`src/rtl/limb_mac_sched_pkg.sv`:
```
// Shared cp_cluster constants for the limb multiply-add sequencer.
// Limb/product widths, the limb type and the controller state encoding.
package limb_mac_sched_pkg;

   localparam int LIMB_W = 18;
   localparam int MAC_W  = 36;

   typedef logic [LIMB_W-1:0] limb_t;

   localparam logic [1:0] S_IDLE  = 2'd0;
   localparam logic [1:0] S_FETCH = 2'd1;
   localparam logic [1:0] S_RUN   = 2'd2;
   localparam logic [1:0] S_FINAL = 2'd3;

endpackage

```
`src/rtl/limb_mac_sched_if.sv`:
```
// Command and limb-RAM bundle of the limb multiply-add sequencer.
// master = cluster/RAM side, slave = the sequencer.
interface limb_mac_sched_if #(
   parameter int ADDR_WIDTH = 4
);
   import limb_mac_sched_pkg::*;

   logic                  start;
   limb_t                 b;
   limb_t                 k;
   logic                  rd_en;
   logic [ADDR_WIDTH-1:0] rd_addr;
   limb_t                 rd_data;
   logic                  wr_en;
   logic [ADDR_WIDTH-1:0] wr_addr;
   limb_t                 wr_data;
   logic                  busy;
   logic                  done;

   modport master (
      output start, b, k, rd_data,
      input  rd_en, rd_addr, wr_en, wr_addr, wr_data, busy, done
   );

   modport slave (
      input  start, b, k, rd_data,
      output rd_en, rd_addr, wr_en, wr_addr, wr_data, busy, done
   );

endinterface

```
`src/rtl/limb_mac_sched_mac.sv`:
```
// Shared 18x18+18 multiply-add unit with registered 36-bit result.
// sclr has priority over ce; p holds its value while ce is low.
module mult_add_18_type0
   import limb_mac_sched_pkg::*;
(
   input  logic             clk,
   input  logic             rst,
   input  logic             ce,
   input  logic             sclr,
   input  limb_t            a,
   input  limb_t            b,
   input  limb_t            c,
   output logic [MAC_W-1:0] p
);

   // Product register: clear, load a*b+c, or hold.
   always_ff @(posedge clk or posedge rst) begin
      if (rst)
         p <= '0;
      else if (sclr)
         p <= '0;
      else if (ce)
         p <= MAC_W'(a) * MAC_W'(b) + MAC_W'(c);
   end

endmodule

```
`src/rtl/limb_mac_sched.sv`:
```
// Sequencer for R = A*b + k, one 18-bit limb per cycle on the shared MAC.
// The MAC p register carries the limb carry between issues.
module limb_mac_sched
   import limb_mac_sched_pkg::*;
#(
   parameter int NUM_LIMBS  = 8,
   parameter int ADDR_WIDTH = 4
) (
   input  logic            clk,
   input  logic            rst,
   limb_mac_sched_if.slave bus
);

   localparam logic [ADDR_WIDTH-1:0] LAST = ADDR_WIDTH'(NUM_LIMBS - 1);
   localparam logic [ADDR_WIDTH-1:0] ONE  = ADDR_WIDTH'(1);

   logic [1:0]            state;
   logic                  rd_en_q;
   logic [ADDR_WIDTH-1:0] rd_addr_q;
   logic                  rvalid;
   logic                  first;
   logic                  wr_q;
   logic [ADDR_WIDTH-1:0] wa;
   limb_t                 b_q;
   limb_t                 k_q;
   logic [MAC_W-1:0]      p;
   limb_t                 mac_c;
   logic                  accept;
   logic                  fin;

   assign accept = (state == S_IDLE) && bus.start;
   assign fin    = (state == S_FINAL);
   assign mac_c  = first ? k_q : p[MAC_W-1:LIMB_W];

   mult_add_18_type0 u_mac (
      .clk  (clk),
      .rst  (rst),
      .ce   (rvalid),
      .sclr (accept),
      .a    (bus.rd_data),
      .b    (b_q),
      .c    (mac_c),
      .p    (p)
   );

   // Control FSM: leave RUN once the last limb write is on the bus.
   always_ff @(posedge clk or posedge rst) begin
      if (rst) begin
         state <= S_IDLE;
      end else begin
         unique case (state)
            S_IDLE:  if (bus.start) state <= S_FETCH;
            S_FETCH: state <= S_RUN;
            S_RUN:   if (wr_q && wa == LAST) state <= S_FINAL;
            S_FINAL: state <= S_IDLE;
            default: state <= S_IDLE;
         endcase
      end
   end

   // Operand read strobe walks limbs 0..N-1 on consecutive cycles.
   always_ff @(posedge clk or posedge rst) begin
      if (rst) begin
         rd_en_q   <= 1'b0;
         rd_addr_q <= '0;
      end else if (accept) begin
         rd_en_q   <= 1'b1;
         rd_addr_q <= '0;
      end else if (rd_en_q) begin
         if (rd_addr_q == LAST) begin
            rd_en_q   <= 1'b0;
            rd_addr_q <= '0;
         end else begin
            rd_addr_q <= rd_addr_q + ONE;
         end
      end
   end

   // Read-data valid drives MAC issue; issue delayed once is a write.
   always_ff @(posedge clk or posedge rst) begin
      if (rst) begin
         rvalid <= 1'b0;
         wr_q   <= 1'b0;
         first  <= 1'b0;
      end else begin
         rvalid <= rd_en_q;
         wr_q   <= rvalid;
         if (accept)
            first <= 1'b1;
         else if (rvalid)
            first <= 1'b0;
      end
   end

   // Result address counts writes; reaches N for the carry write.
   always_ff @(posedge clk or posedge rst) begin
      if (rst)
         wa <= '0;
      else if (accept || fin)
         wa <= '0;
      else if (wr_q)
         wa <= wa + ONE;
   end

   // Scalars captured on accept so later input changes are ignored.
   always_ff @(posedge clk or posedge rst) begin
      if (rst) begin
         b_q <= '0;
         k_q <= '0;
      end else if (accept) begin
         b_q <= bus.b;
         k_q <= bus.k;
      end
   end

   assign bus.rd_en   = rd_en_q;
   assign bus.rd_addr = rd_addr_q;
   assign bus.wr_en   = wr_q | fin;
   assign bus.wr_addr = wa;
   assign bus.wr_data = fin  ? p[MAC_W-1:LIMB_W] :
                        wr_q ? p[LIMB_W-1:0]     : '0;
   assign bus.busy    = (state != S_IDLE);
   assign bus.done    = fin;

endmodule
```
`src/flat_wrapper.sv`:
```
// flat-port wrapper written by rule: the top's interface ports become plain ports
module limb_mac_sched_flat import limb_mac_sched_pkg::*;
#(
   parameter int NUM_LIMBS  = 8,
   parameter int ADDR_WIDTH = 4
)
  (clk, rst, bus_start, bus_b, bus_k, bus_rd_data, bus_rd_en, bus_rd_addr, bus_wr_en, bus_wr_addr, bus_wr_data, bus_busy, bus_done);
  limb_mac_sched_if #(.ADDR_WIDTH(ADDR_WIDTH)) bus_i ();
  input  logic clk;
  input  logic rst;
  input wire logic [$bits(bus_i.start)-1:0] bus_start;
  input wire logic [$bits(bus_i.b)-1:0] bus_b;
  input wire logic [$bits(bus_i.k)-1:0] bus_k;
  input wire logic [$bits(bus_i.rd_data)-1:0] bus_rd_data;
  output wire logic [$bits(bus_i.rd_en)-1:0] bus_rd_en;
  output wire logic [$bits(bus_i.rd_addr)-1:0] bus_rd_addr;
  output wire logic [$bits(bus_i.wr_en)-1:0] bus_wr_en;
  output wire logic [$bits(bus_i.wr_addr)-1:0] bus_wr_addr;
  output wire logic [$bits(bus_i.wr_data)-1:0] bus_wr_data;
  output wire logic [$bits(bus_i.busy)-1:0] bus_busy;
  output wire logic [$bits(bus_i.done)-1:0] bus_done;
  assign bus_i.start = bus_start;
  assign bus_i.b = bus_b;
  assign bus_i.k = bus_k;
  assign bus_i.rd_data = bus_rd_data;
  assign bus_rd_en = bus_i.rd_en;
  assign bus_rd_addr = bus_i.rd_addr;
  assign bus_wr_en = bus_i.wr_en;
  assign bus_wr_addr = bus_i.wr_addr;
  assign bus_wr_data = bus_i.wr_data;
  assign bus_busy = bus_i.busy;
  assign bus_done = bus_i.done;
  limb_mac_sched #(.NUM_LIMBS(NUM_LIMBS), .ADDR_WIDTH(ADDR_WIDTH)) u_core (.clk(clk), .rst(rst), .bus(bus_i));
endmodule
```
`config.mk`:
```
export PLATFORM = sky130hd
export DESIGN_NAME = limb_mac_sched_flat
export DESIGN_NICKNAME = d
export VERILOG_FILES = /design/src/rtl/limb_mac_sched_pkg.sv /design/src/rtl/limb_mac_sched_if.sv /design/src/rtl/limb_mac_sched_mac.sv /design/src/rtl/limb_mac_sched.sv /design/src/flat_wrapper.sv
export SDC_FILE = /design/constraint.sdc
export NUM_CORES = 1
export LEC_CHECK = 0
export CORE_UTILIZATION = 30
export DETAILED_ROUTE_END_ITERATION = 16
export RECOVER_POWER = 100
export SYNTH_ARGS = -nofsm -noshare
export SYNTH_HDL_FRONTEND = slang
export SYNTH_SLANG_ARGS = --single-unit
```
`constraint.sdc`:
```
create_clock -name clk -period 12 [get_ports clk]
set_clock_uncertainty 0.05 [all_clocks]
set_input_delay 1.2 -clock clk [delete_from_list [all_inputs] [get_ports clk]]
set_output_delay 1.2 -clock clk [all_outputs]
set_load 0.03 [all_outputs]
```
==> qor.yml <==
sta:
  rsz0062_at_grt: "false"
  setup_tns_ns: 0
  relSlewSlack_pct: -210
  finalCritPeriodShare_pct: 68.2
  max_freq_mhz: 122
  min_period_ns: 8.19
  hold_viol: 0
  finalSetupViolations: 0
  slew_viol_final: 246
  worstMarginPinSlew_ns: 4.65
  hold_ws_ns: 0.431
cts:
  tritoncts: "built"
  insertion_delay_ns: 0.35
  post_cts_resize_count: 0
  path_clk_slew_ns: 0.07
  clock-sinks: 86
  cts.path.max_buffers: 2
  post_cts_buffers: 0
  h-tree-depth: 3
  numCtsBuffers: 9
  cts-root-buf: "clkbuf_16"
  ctsHoldBuffers: 0
finish:
  area_growth_syn_to_layout_pct: 11.4
  drive_above_1_share_pct: 1.91
  utilization_pct: 33.8
  filler_cell_count: 5159
  final_common_cell: "inv_1"
  fin_nets: 2227
  design_area_um2: 17000
  diodes: 0
  final_cell_mix: "inv_1 (350), nand2_1 (332), fa_1 (272)"
synth:
  synthDistinctLibCells: 56
  yosysSeqAreaShare_pct: 14.1
  netlist_instances: 1741
  ys.flop_type: "dfrtp_1"
  yosys_warnings: 0
  synth_area_um2: 15200
  synth_edf_count: 0
  syn-num-nets: 2197
  avgSynthCellArea_um2: 8.76
  synthArstFlopShare_pct: 100
  synth_seq_cells: 86
flow_run:
  drv_cap: 4
grt:
  grt_pass1_wl_um: 66500
  grt.total_usage_pct: 16.5
  antenna_found_initial: 1
  grt_pass1_vias: 12400
  grt_max_degree: 87
  grt-ovfl-total: 0
setup_path:
  crit_required_ns: 12.17
  start_kind: "input pin"
  crit_slowest_cell: "dlygate4sd3_1"
  cp.arrival_ns: 8.36
  cp_max_fo: 18
  cpPeakStageDelay_ns: 1.17
  crit_buf_inv: 5
  path_cells: "dlygate4sd3_1, and2_0, fa_1, fa_1, inv_1, fa_1, inv_1, fa_1, ha_1, inv_1, fa_1, inv_1, ha_1, nand2_1, o21ai_0, nand3_1, o21ai_0, a31oi_1, o31ai_1, and3_1, nor3_1"
  cpLargestDelayFamily: "adder cells"
  critPathKind: "input pin to register"
  crit_top_cell: "fa_1"
  end_kind: "register"
drt:
  drc: 0
  routed-via-count: 11600
  via_per_inst: 4.74
  totalWireLength_um: 40700
  first_pass_iters: 6
  drt-initial-drc-count: 620
  drtAntennaViolNets: 0
  wl_per_cell_um: 16.6
floorplanning:
  start_util_pct: 30.4
  rows: 82
  io_pins: 87
  die_w_um: 227
  coreArea_um2: 50200
  dieArea_um2: 51700
  chipHeight_um: 227
place:
  place_hpwl_um: 32100
  place_congestion: 0.857
  place_area_um2: 16700
  port_buffers: 86
outcome:
  status: "finished with violations"
  violations: "max-capacitance violations, max-slew violations"
worst_hold_path:
  hold_path.class: "register to register"
## through the flow
step / worst slack [ns] / instances
after global routing: 3.52 / 2448
after floorplan: 5.35 / 1741
after detailed placement: 3.99 / 2432
after CTS: 4.32 / 2448
after global placement: 4.05 / 2432
final: 3.81 / 2448
## worst register-to-register path, cell delays in order (launching register included)
cell and delay, ns:
dfrtp_1 0.82, and2_1 0.32, fa_1 0.45, fa_1 0.54, inv_1 0.05, fa_1 0.48, inv_1 0.05, fa_1 0.45
ha_1 0.29, inv_1 0.05, fa_1 0.50, inv_1 0.05, ha_1 0.34, nand2_1 0.08, o21ai_0 0.24, nand3_1 0.17
o21ai_0 0.75, a31oi_1 0.36, o31ai_1 0.53, and3_1 0.23, nor3_1 0.06
## cell families (layout without fill, tap and decap cells)
kind of cell	after synthesis	in the layout	share of synthesized area, %
XOR/XNOR	23	23	1.32
AND/OR/NAND/NOR	622	622	19.2
flip-flops	86	86	14.1
multiplexers	36	36	2.40
AO/OA/AOI/OAI	147	147	6.26
buffers and inverters	428	463	10.6
adder cells (fa/ha/maj)	399	399	46.1
## flip-flops by register name, indices dropped and copies added, names as in the netlist
| register | count |
|---|---|
| u_core.first | 1 |
| u_core.u_mac.p | 36 |
| u_core.bus.wr_addr | 4 |
| u_core.bus.rd_en | 1 |
| u_core.bus.rd_addr | 4 |
| u_core.k_q | 18 |
| u_core.wr_q | 1 |
| u_core.state | 2 |
| u_core.rvalid | 1 |
| u_core.b_q | 18 |
## synthesized netlist by cell type, drive strengths merged, types with 8 or more instances
master	count	area (µm²)
nand3	13	65.1
a21o	19	143
o21ai	51	267
ha	127	1590
nand2	332	1250
fa	272	5450
clkbuf	69	259
a21oi	35	179
buf	8	35.0
inv	351	1320
nor2	44	165
nor3	21	110
and2	178	1110
mux2i	32	320
xnor2	17	149
dfrtp	86	2150
## path summary, 6_finish.rpt
kind                                start                    end  slack, ns  cells after the start
min                         u_core.k_q[4]          u_core.k_q[4]       0.43                      2
min reg2reg                 u_core.k_q[4]          u_core.k_q[4]       0.43                      2
min in group asynchronous             rst  u_core.bus.rd_addr[2]       3.10                      3
max                        bus_rd_data[7]     u_core.u_mac.p[30]       3.81                     21
max reg2reg                 u_core.b_q[0]     u_core.u_mac.p[30]       5.00                     20
max in group asynchronous             rst          u_core.b_q[6]       6.18                      3
## layer usage
metal,global-route usage [%],up-vias,share of wire (%)
met3,1.57,45,3.5
met2,29.5,229,52
met5,0,-,0
met4,4.33,0,2.1
li1,-,5316,-
met1,21.1,6013,42
## layout make-up
class                   instances  area, µm²  share of cell area, %
clock buffers                   9        225                   1.33
well taps                     672        841                   4.95
inverters                     351       1320                   7.77
clock inverters                 7       75.1                  0.442
multi-input cells            1227      11400                   67.4
repair buffers                 96        925                   5.44
flip-flops and latches         86       2150                   12.7
Power is not shown: default switching activity piles up to over one toggle a cycle in this logic, so the estimate is an artifact.
